--- config.mk ---
export PLATFORM = sky130hd
export DESIGN_NAME = gcd_engine_flat
export DESIGN_NICKNAME = d
export VERILOG_FILES = /design/src/rtl/gcd_engine_if.sv /design/src/rtl/gcd_engine.sv /design/src/flat_wrapper.sv
export SDC_FILE = /design/constraint.sdc
export NUM_CORES = 1
export LEC_CHECK = 0
export ABC_CLOCK_PERIOD_IN_PS = 6400
export BUFFER_PORTS_ARGS = -buffer_cell sky130_fd_sc_hd__buf_2
export CAP_MARGIN = 20
export CORE_MARGIN = 2
export CORE_UTILIZATION = 45
export CTS_BUF_LIST = sky130_fd_sc_hd__clkbuf_16
export CTS_CLUSTER_DIAMETER = 100
export DETAILED_ROUTE_END_ITERATION = 6
export SLEW_MARGIN = 20
export SYNTH_ARGS = -nofsm -noshare
export SYNTH_HDL_FRONTEND = slang
export SYNTH_SLANG_ARGS = --single-unit
--- constraint.sdc ---
create_clock -name clk -period 6.4 [get_ports clk]
set_input_delay 1.28 -clock clk [delete_from_list [all_inputs] [get_ports clk]]
set_output_delay 1.28 -clock clk [all_outputs]
set_load 0.005 [all_outputs]
--- src/rtl/gcd_engine_if.sv ---
// Handshake bundle for gcd_engine: operands and start in, result and ready out.
// GCD_CYCLE_COUNT_EN adds the subtraction-count output.
interface gcd_engine_if #(
    parameter int NBits = 16
);
    logic             start;
    logic [NBits-1:0] xi;
    logic [NBits-1:0] yi;
    logic [NBits-1:0] xo;
    logic             rdy;
`ifdef GCD_CYCLE_COUNT_EN
    logic [NBits-1:0] cycles;

    modport master (output start, xi, yi, input xo, rdy, cycles);
    modport slave  (input start, xi, yi, output xo, rdy, cycles);
`else
    modport master (output start, xi, yi, input xo, rdy);
    modport slave  (input start, xi, yi, output xo, rdy);
`endif
endinterface

--- src/rtl/gcd_engine.sv ---
// Iterative subtract-based GCD on signed operands, one subtraction per clock.
// GCD_CYCLE_COUNT_EN adds a saturating count of subtractions on bus.cycles.
module gcd_engine #(
    parameter int NBits = 16
) (
    input logic         clk,
    input logic         rst,
    gcd_engine_if.slave bus
);
    typedef enum logic [1:0] {IDLE, LOAD, CALC, DONE} state_t;

    state_t           state_q;
    logic [NBits-1:0] x_q;
    logic [NBits-1:0] y_q;
    logic [NBits-1:0] xo_q;
    logic             rdy_q;
    logic [NBits-1:0] xa_d;
    logic [NBits-1:0] ya_d;

    // Negation mod 2^NBits, so the most negative input becomes 2^(NBits-1).
    always_comb begin
        xa_d = bus.xi[NBits-1] ? ('0 - bus.xi) : bus.xi;
        ya_d = bus.yi[NBits-1] ? ('0 - bus.yi) : bus.yi;
    end

    always_ff @(posedge clk) begin
        if (!rst) begin
            state_q <= IDLE;
            x_q     <= '0;
            y_q     <= '0;
            xo_q    <= '0;
            rdy_q   <= 1'b0;
        end else begin
            case (state_q)
                IDLE: begin
                    rdy_q <= 1'b0;
                    if (bus.start) begin
                        x_q     <= xa_d;
                        y_q     <= ya_d;
                        state_q <= LOAD;
                    end
                end
                LOAD: begin
                    if (x_q == '0 || y_q == '0) begin
                        xo_q    <= '0;
                        rdy_q   <= 1'b1;
                        state_q <= DONE;
                    end else begin
                        state_q <= CALC;
                    end
                end
                CALC: begin
                    if (x_q > y_q) begin
                        x_q <= x_q - y_q;
                    end else if (y_q > x_q) begin
                        y_q <= y_q - x_q;
                    end else begin
                        xo_q    <= x_q;
                        rdy_q   <= 1'b1;
                        state_q <= DONE;
                    end
                end
                DONE: begin
                    if (!bus.start) begin
                        rdy_q   <= 1'b0;
                        state_q <= IDLE;
                    end
                end
                default: state_q <= IDLE;
            endcase
        end
    end

    assign bus.xo  = xo_q;
    assign bus.rdy = rdy_q;

`ifdef GCD_CYCLE_COUNT_EN
    logic [NBits-1:0] cnt_q;
    logic [NBits-1:0] cnt_d;

    always_comb begin
        cnt_d = (&cnt_q) ? cnt_q : cnt_q + NBits'(1);
    end

    always_ff @(posedge clk) begin
        if (!rst) begin
            cnt_q <= '0;
        end else if (state_q == IDLE && bus.start) begin
            cnt_q <= '0;
        end else if (state_q == CALC && x_q != y_q) begin
            cnt_q <= cnt_d;
        end
    end

    assign bus.cycles = cnt_q;
`endif
endmodule

--- src/flat_wrapper.sv ---
// flat-port wrapper written by rule: the top's interface ports become plain ports
module gcd_engine_flat 
#(
    parameter int NBits = 16
)
  (clk, rst, bus_start, bus_xi, bus_yi, bus_xo, bus_rdy);
  gcd_engine_if #(.NBits(NBits)) bus_i ();
  input logic clk;
  input logic rst;
  input wire logic [$bits(bus_i.start)-1:0] bus_start;
  input wire logic [$bits(bus_i.xi)-1:0] bus_xi;
  input wire logic [$bits(bus_i.yi)-1:0] bus_yi;
  output wire logic [$bits(bus_i.xo)-1:0] bus_xo;
  output wire logic [$bits(bus_i.rdy)-1:0] bus_rdy;
  assign bus_i.start = bus_start;
  assign bus_i.xi = bus_xi;
  assign bus_i.yi = bus_yi;
  assign bus_xo = bus_i.xo;
  assign bus_rdy = bus_i.rdy;
  gcd_engine #(.NBits(NBits)) u_core (.clk(clk), .rst(rst), .bus(bus_i));
endmodule
==> reports/summary.txt, run 1 <==
Status: finished, final reports clean
Post-synth top cells: nand2_1, a21oi_1, dfxtp_1
Hpwl dp: 10,300 um
Power Internal: 1470 uW
H-tree Lvls: 2
WHS: 0.453 ns
Minimum clock period: 3.37 ns
Final antenna-violating net count: 0
Synth Area in Compound Gates: 0.241
Remaining Overflow, GRT: 0
Synth top area cells: dfxtp_1, ha_1, mux2i_1
Worst vdd ir: 352 uV
Flop pwr share: 0.172
Largest net degree at the start of global routing: 59
Clock root buffer master: clkbuf_16
EDFF count, synth: 0
Critical path peak fanout: 28
Total Die Area: 0.0114 sq mm
Final WL: 13,300 um
Mux cell area share after synthesis: 0.0613
Slew Viols, Final: 0
Num rows: 37
Worst-skew pair later-pin latency: 0.29 ns
Width of the die: 107 um
Leading area contributor after synthesis: dfxtp_1
LEAKAGE: 0.00206 uW
Hold Crit Class: reg2reg
Max cap viols: 0
Global-route wire length before repair: 21,900 um
CTS Hold Buffers Added: 0
Die height: 107 um
Syn avg cell area: 7.68 sq um
CP Class: reg2reg
Skew final: 0.00363 ns
Slew @ Worst Pin: 1.05 ns
CP arrival: 3.54 ns
Syn Nets: 692
Largest family of logic cells by synthesized area: compound AO/OA/AOI/OAI gates
Remaining DRCs: 0
Register area share after synthesis: 0.215
Clock tree buffer depth: 2
Inserted Clock Buffers: 5
Clock power share: 0.098
#FFs+latches synth: 51
RSZ-0062 raised after global routing: no
Max Freq: 297 MHz
Antenna Cells: 0
# nets final: 719
Mapped Area: 0.00474 sq mm
Vias per inst: 5.79
Yosys cell types: 65
GPL Wtd Cong: 0.939
Psw: 1670 uW
DR vias: 4,519
# clock sinks: 51
Period utilisation layout: 0.526
Initial Util: 0.461
Synth top area share: 0.215
XOR/XNOR share of the synthesized area: 0.0887
Clock transition at path regs: 0.07 ns
Vias in the first global route: 4,420
Synth async-reset ratio: 0
Initial antenna violation count: 0
Initial drt markers: 278
Switch share: 0.531
Critical Path Start Type: flip-flop
# port buffers: 51
Post-Synth Simple-Gate Area: 0.205
Req. time, crit path: 6.57 ns
CP endpoint kind: flip-flop
Most common flop cell mapped by yosys: dfxtp_1
Number of iterations in the first detailed-routing pass: 5
Area growth from synthesis to layout: 8.45%
Layout cells sized above 1: 0.116
Postcts setup bufs: 0
Cts repair resizes: 0
TritonCTS clock tree: done
Gate power share: 0.729
Core area: 0.0103 sq mm
Power Density: 612 mW/mm^2
I/O pin cnt: 52
Routed WL per cell: 17.0 um
Post-synthesis cell count: 617
Slew margin rel.: 0.299
All-Layer GR Usage: 0.240
Ys Warns: 0
# setup viols final: 0
Setup TNS: 0 ns
Most common cell in the netlist: nand2_1
Post-Synth Adder-Cell Area: 0.109
Final Hold Viols: 0
[routing by layer]
layer / share of wire / track usage / vias up / wire [um]
met5: 0 / 0 / - / 0
met4: 0.021 / 0.0724 / 0 / 278
met3: 0.039 / 0.0261 / 22 / 521
met2: 0.48 / 0.414 / 102 / 6350
met1: 0.46 / 0.314 / 2166 / 6130
li1: - / - / 2229 / -
[worst paths after layout]
check	startpoint	end	slack, ns	cells after the start
worst min-delay path	u_core.bus.xo[7]$_SDFFE_PN0P_	u_core.bus.xo[7]$_SDFFE_PN0P_	0.45	2
worst min register to register	u_core.bus.xo[7]$_SDFFE_PN0P_	u_core.bus.xo[7]$_SDFFE_PN0P_	0.45	2
worst max register to register	u_core.x_q[0]$_SDFFE_PN0P_	u_core.x_q[14]$_SDFFE_PN0P_	3.03	10
worst max-delay path	u_core.x_q[0]$_SDFFE_PN0P_	u_core.x_q[14]$_SDFFE_PN0P_	3.03	10
[power by group through the flow]
| stage | sequential (uW) | clock, uW | combinational [uW] |
|---|---|---|---|
| floorplan | 496 | 0 | 1870 |
| global placement | 545 | 0 | 2250 |
| detailed placement | 548 | 0 | 2260 |
| CTS | 540 | 311 | 2280 |
| global route | 556 | 326 | 2530 |
| finish | 542 | 309 | 2290 |
[cell type report]
type | instances | area, sq um
clock buffers | 5 | 125
clock inverters | 2 | 37.5
fillers | 1082 | 5140
inverters | 46 | 173
multi-input cells | 487 | 3340
flip-flops and latches | 51 | 1020
well taps | 136 | 170
repair buffers | 53 | 270
[sequential cells by signal (all words and copies together), names as in the netlist]
signal          cells
u_core.bus.xo      16
u_core.x_q         16
u_core.y_q         16
u_core.state_q      2
u_core.bus.rdy      1
[per-stage QoR]
stage          instance area (sq um)  setup slack (ns)   util  total power, uW  instances
2_1_floorplan                   4740              3.58      -             2370        617
3_3_place_gp                    4980              3.06  0.484             2790        773
3_5_place_dp                    4980              2.98  0.484             2810        773
4_1_cts                         5140              3.04  0.500             3130        780
5_1_grt                         5140              2.76  0.500             3410        780
6_report                        5140              3.03  0.500             3140        780
[cell families (layout without fill, tap and decap cells)]
logic type	Yosys count	after routing
DFF	51	51
AOI/OAI and AO/OA	171	171
muxes	29	29
buffers and inverters	79	106
and+or+nand+nor	199	199
adders and majority gates	40	40
xor gates and xnor gates	48	48
[worst max-delay path, stage by stage, from the launching register on]
cell	delay, ns
dfxtp_1	0.46
inv_1	0.07
ha_1	0.21
fa_1	0.39
nand2b_1	0.20
a211oi_1	0.46
o31a_1	0.32
o21bai_4	0.10
a21oi_4	0.63
mux2i_1	0.28
o22ai_1	0.10
[cell usage in the layout, fill, tap and decap left out, drive strengths merged, types with 2 or more instances in the layout]
cell type,n
o41ai,4
nand2b,9
or3,4
a211oi,20
and2,3
inv,45
nor2b,7
buf,53
mux2i,29
nor3,4
clkbuf,5
a21oi,54
or4,4
o311ai,2
o211ai,8
and3,3
xnor2,27
o31ai,12
fa,2
nand3,13
nor4,14
ha,38
o22ai,2
o21a,6
o211a,3
xor2,21
dfxtp,51
a31oi,4
o31a,2
nand2,79
a21boi,4
nor2,48
o21ai,31
o21bai,5
a21o,4
nand4,8
(Power assumes the default switching activity.)
==> run 2: changes to the inputs <==
--- a/config.mk
+++ b/config.mk
@@ -5,7 +5,7 @@
 export SDC_FILE = /design/constraint.sdc
 export NUM_CORES = 1
 export LEC_CHECK = 0
-export ABC_CLOCK_PERIOD_IN_PS = 6400
+export ABC_CLOCK_PERIOD_IN_PS = 3300
 export BUFFER_PORTS_ARGS = -buffer_cell sky130_fd_sc_hd__buf_2
 export CAP_MARGIN = 20
 export CORE_MARGIN = 2
==> constraint.sdc (replaced) <==
create_clock -name clk -period 3.3 [get_ports clk]
set_input_delay 0.66 -clock clk [delete_from_list [all_inputs] [get_ports clk]]
set_output_delay 0.66 -clock clk [all_outputs]
set_load 0.005 [all_outputs]
==> reports/summary.txt, run 2 (synthesized netlist as in run 1, its figures left out) <==
Status: finished, final reports clean
Placed Cells: 800 (+3.5%)
Final WS setup: 0.296 ns (-2.74 ns)
Setup TNS: 0 ns (unchanged)
H-tree Lvls: 2 (unchanged)
All-Layer GR Usage: 0.252 (+0.0123)
Gate power share: 0.750 (+0.021)
RSZ-0062 raised after global routing: no
Slew Viols, Final: 0 (unchanged)
GPL Wtd Cong: 0.975 (+3.8%)
Hpwl dp: 11,200 um (+9.1%)
Initial Util: 0.461 (unchanged)
Final WL: 14,000 um (+5.4%)
LEAKAGE: 0.00221 uW (+7.3%)
I/O pin cnt: 52 (unchanged)
Routed WL per cell: 17.3 um (+1.6%)
Clock root buffer master: clkbuf_16
Worst path slowest cell: o21ai_2
Minimum clock period: 3.00 ns (-0.363 ns)
Area growth from synthesis to layout: 13.6%
Flop pwr share: 0.154 (-0.018)
Antenna Cells: 0 (unchanged)
Sequential cell area: 0.00102 sq mm (unchanged)
CP arrival: 3.21 ns (-0.33 ns)
# nets final: 747 (+3.9%)
CP Class: reg2reg
Clock tree buffer depth: 2 (unchanged)
Final Hold Viols: 0 (unchanged)
# port buffers: 51 (unchanged)
CP endpoint kind: flip-flop
Vias per inst: 5.72 (-1.2%)
Power Internal: 3130 uW (+110%)
Clock power share: 0.096 (-0.002)
TritonCTS clock tree: done
WHS: 0.457 ns (+0.00417 ns)
Total Die Area: 0.0114 sq mm (unchanged)
Psw: 3380 uW (+100%)
Remaining DRCs: 0 (unchanged)
Final antenna-violating net count: 0 (unchanged)
Power Density: 1210 mW/mm^2 (+98%)
Req. time, crit path: 3.51 ns (-3.06 ns)
# setup viols final: 0 (unchanged)
Critical path peak fanout: 19 (-32%)
Period utilisation layout: 0.910 (+0.384)
Multi-input logic area: 0.00334 sq mm (unchanged)
Most common cell after layout, fill and taps aside: nand2_1
Max Freq: 333 MHz (+12%)
Worst vdd ir: 702 uV (+99%)
Crit path top cell by count: a211oi_1
Core area: 0.0103 sq mm (unchanged)
Width of the die: 107 um (unchanged)
Critical Path Start Type: flip-flop
Initial antenna violation count: 0 (unchanged)
Inserted Clock Buffers: 5 (unchanged)
Remaining Overflow, GRT: 0 (unchanged)
Die height: 107 um (unchanged)
Worst-skew pair later-pin latency: 0.30 ns (about the same)
Global-route wire length before repair: 22,700 um (+3.7%)
Commonest non-fill, non-tap cells in the layout: nand2_1, a21oi_1, buf_2, dfxtp_1, nor2_1
Clock transition at path regs: 0.07 ns (about the same)
Initial drt markers: 245 (-12%)
Fillers: 1,047 (-3.2%)
CTS Hold Buffers Added: 0 (unchanged)
DR vias: 4,630 (+2.5%)
Crit-path cells: inv_1 -> ha_1 -> nand4_4 -> or4_4 -> nand2_2 -> nor2_1 -> o21ai_2 -> a211oi_1 -> a211oi_1
Slew @ Worst Pin: 0.823 ns (-0.224 ns)
# clock sinks: 51 (unchanged)
Largest net degree at the start of global routing: 58 (-1.7%)
Number of iterations in the first detailed-routing pass: 4 (-1)
Switch share: 0.519 (-0.0115)
Cts repair resizes: 0 (unchanged)
Vias in the first global route: 4,530 (+2.5%)
Layout cells sized above 1: 0.155 (+0.0381)
Worst path max stage delay: 0.67 ns (+0.04 ns)
Slew margin rel.: 0.451 (+0.152)
Skew final: 0.00623 ns (+0.00260 ns)
Num rows: 37 (unchanged)
Dpl ws: 0.179 ns (-2.80 ns)
Hold Crit Class: reg2reg
Max cap viols: 0 (unchanged)
Fin cells: 809 (+3.7%)
## run 2: changes by cell type in the layout (fill, tap and decap cells not counted)
cell / before / now
buf_12: 0 / 2
buf_4: 2 / 28
inv_6: 0 / 1
## run 2: per-layer routing
metal  track usage  wire length, um
met1         0.329             6460
met4        0.0779              303
met2         0.434             6780
met5             0                0
met3        0.0292              438
## run 2: through the flow
step	instance area, sq um	utilization	power [uW]
CTS	5360	0.522	6440
finish	5380	0.524	6510
global placement	5190	0.505	5800
detailed placement	5190	0.505	5790
floorplan	4740	-	4590
global route	5380	0.524	7040
## run 2: worst paths after layout
kind / slack, ns / from / cells past startpoint / to
max: 0.30 / u_core.y_q[10]$_SDFFE_PN0P_ / 9 / u_core.y_q[8]$_SDFFE_PN0P_
min: 0.46 / u_core.bus.xo[8]$_SDFFE_PN0P_ / 2 / u_core.bus.xo[8]$_SDFFE_PN0P_
max reg2reg: 0.30 / u_core.y_q[10]$_SDFFE_PN0P_ / 9 / u_core.y_q[8]$_SDFFE_PN0P_
min reg2reg: 0.46 / u_core.bus.xo[8]$_SDFFE_PN0P_ / 2 / u_core.bus.xo[8]$_SDFFE_PN0P_
## run 2: what timing repair did
| action | in CTS | in global routing |
|---|---|---|
| setup buffers | 0 | 1 |
| endpoints found under the setup margin | 0 | 16 |
| hold endpoints to repair | 0 | 0 |
## run 2: cell type report
| type | instances | area share |
|---|---|---|
| inverter | 46 | 0.0321 |
| tap | 136 | 0.0316 |
| sequential | 51 | 0.190 |
| clock inverter | 3 | 0.00860 |
| timing repair buffer | 81 | 0.0939 |
| clock buffer | 5 | 0.0232 |
| multi-input combinational | 487 | 0.621 |
## run 2: worst max-delay path: cells and delay by family (launching register included)
family | cells | cell delay (ns)
flip-flops | 1 | 0.38
buffers and inverters | 1 | 0.08
AO/OA/AOI/OAI | 3 | 1.01
adder cells (fa/ha/maj) | 1 | 0.51
AND/OR/NAND/NOR | 4 | 0.92
## run 2: power groups by stage
stage          Combinational (uW)  Sequential (uW)  Clock (uW)
6_report                     4890             1000         626
5_1_grt                      5360             1030         648
2_1_floorplan                3630              961           0
3_3_place_gp                 4780             1010           0
3_5_place_dp                 4770             1020           0
4_1_cts                      4800             1000         630
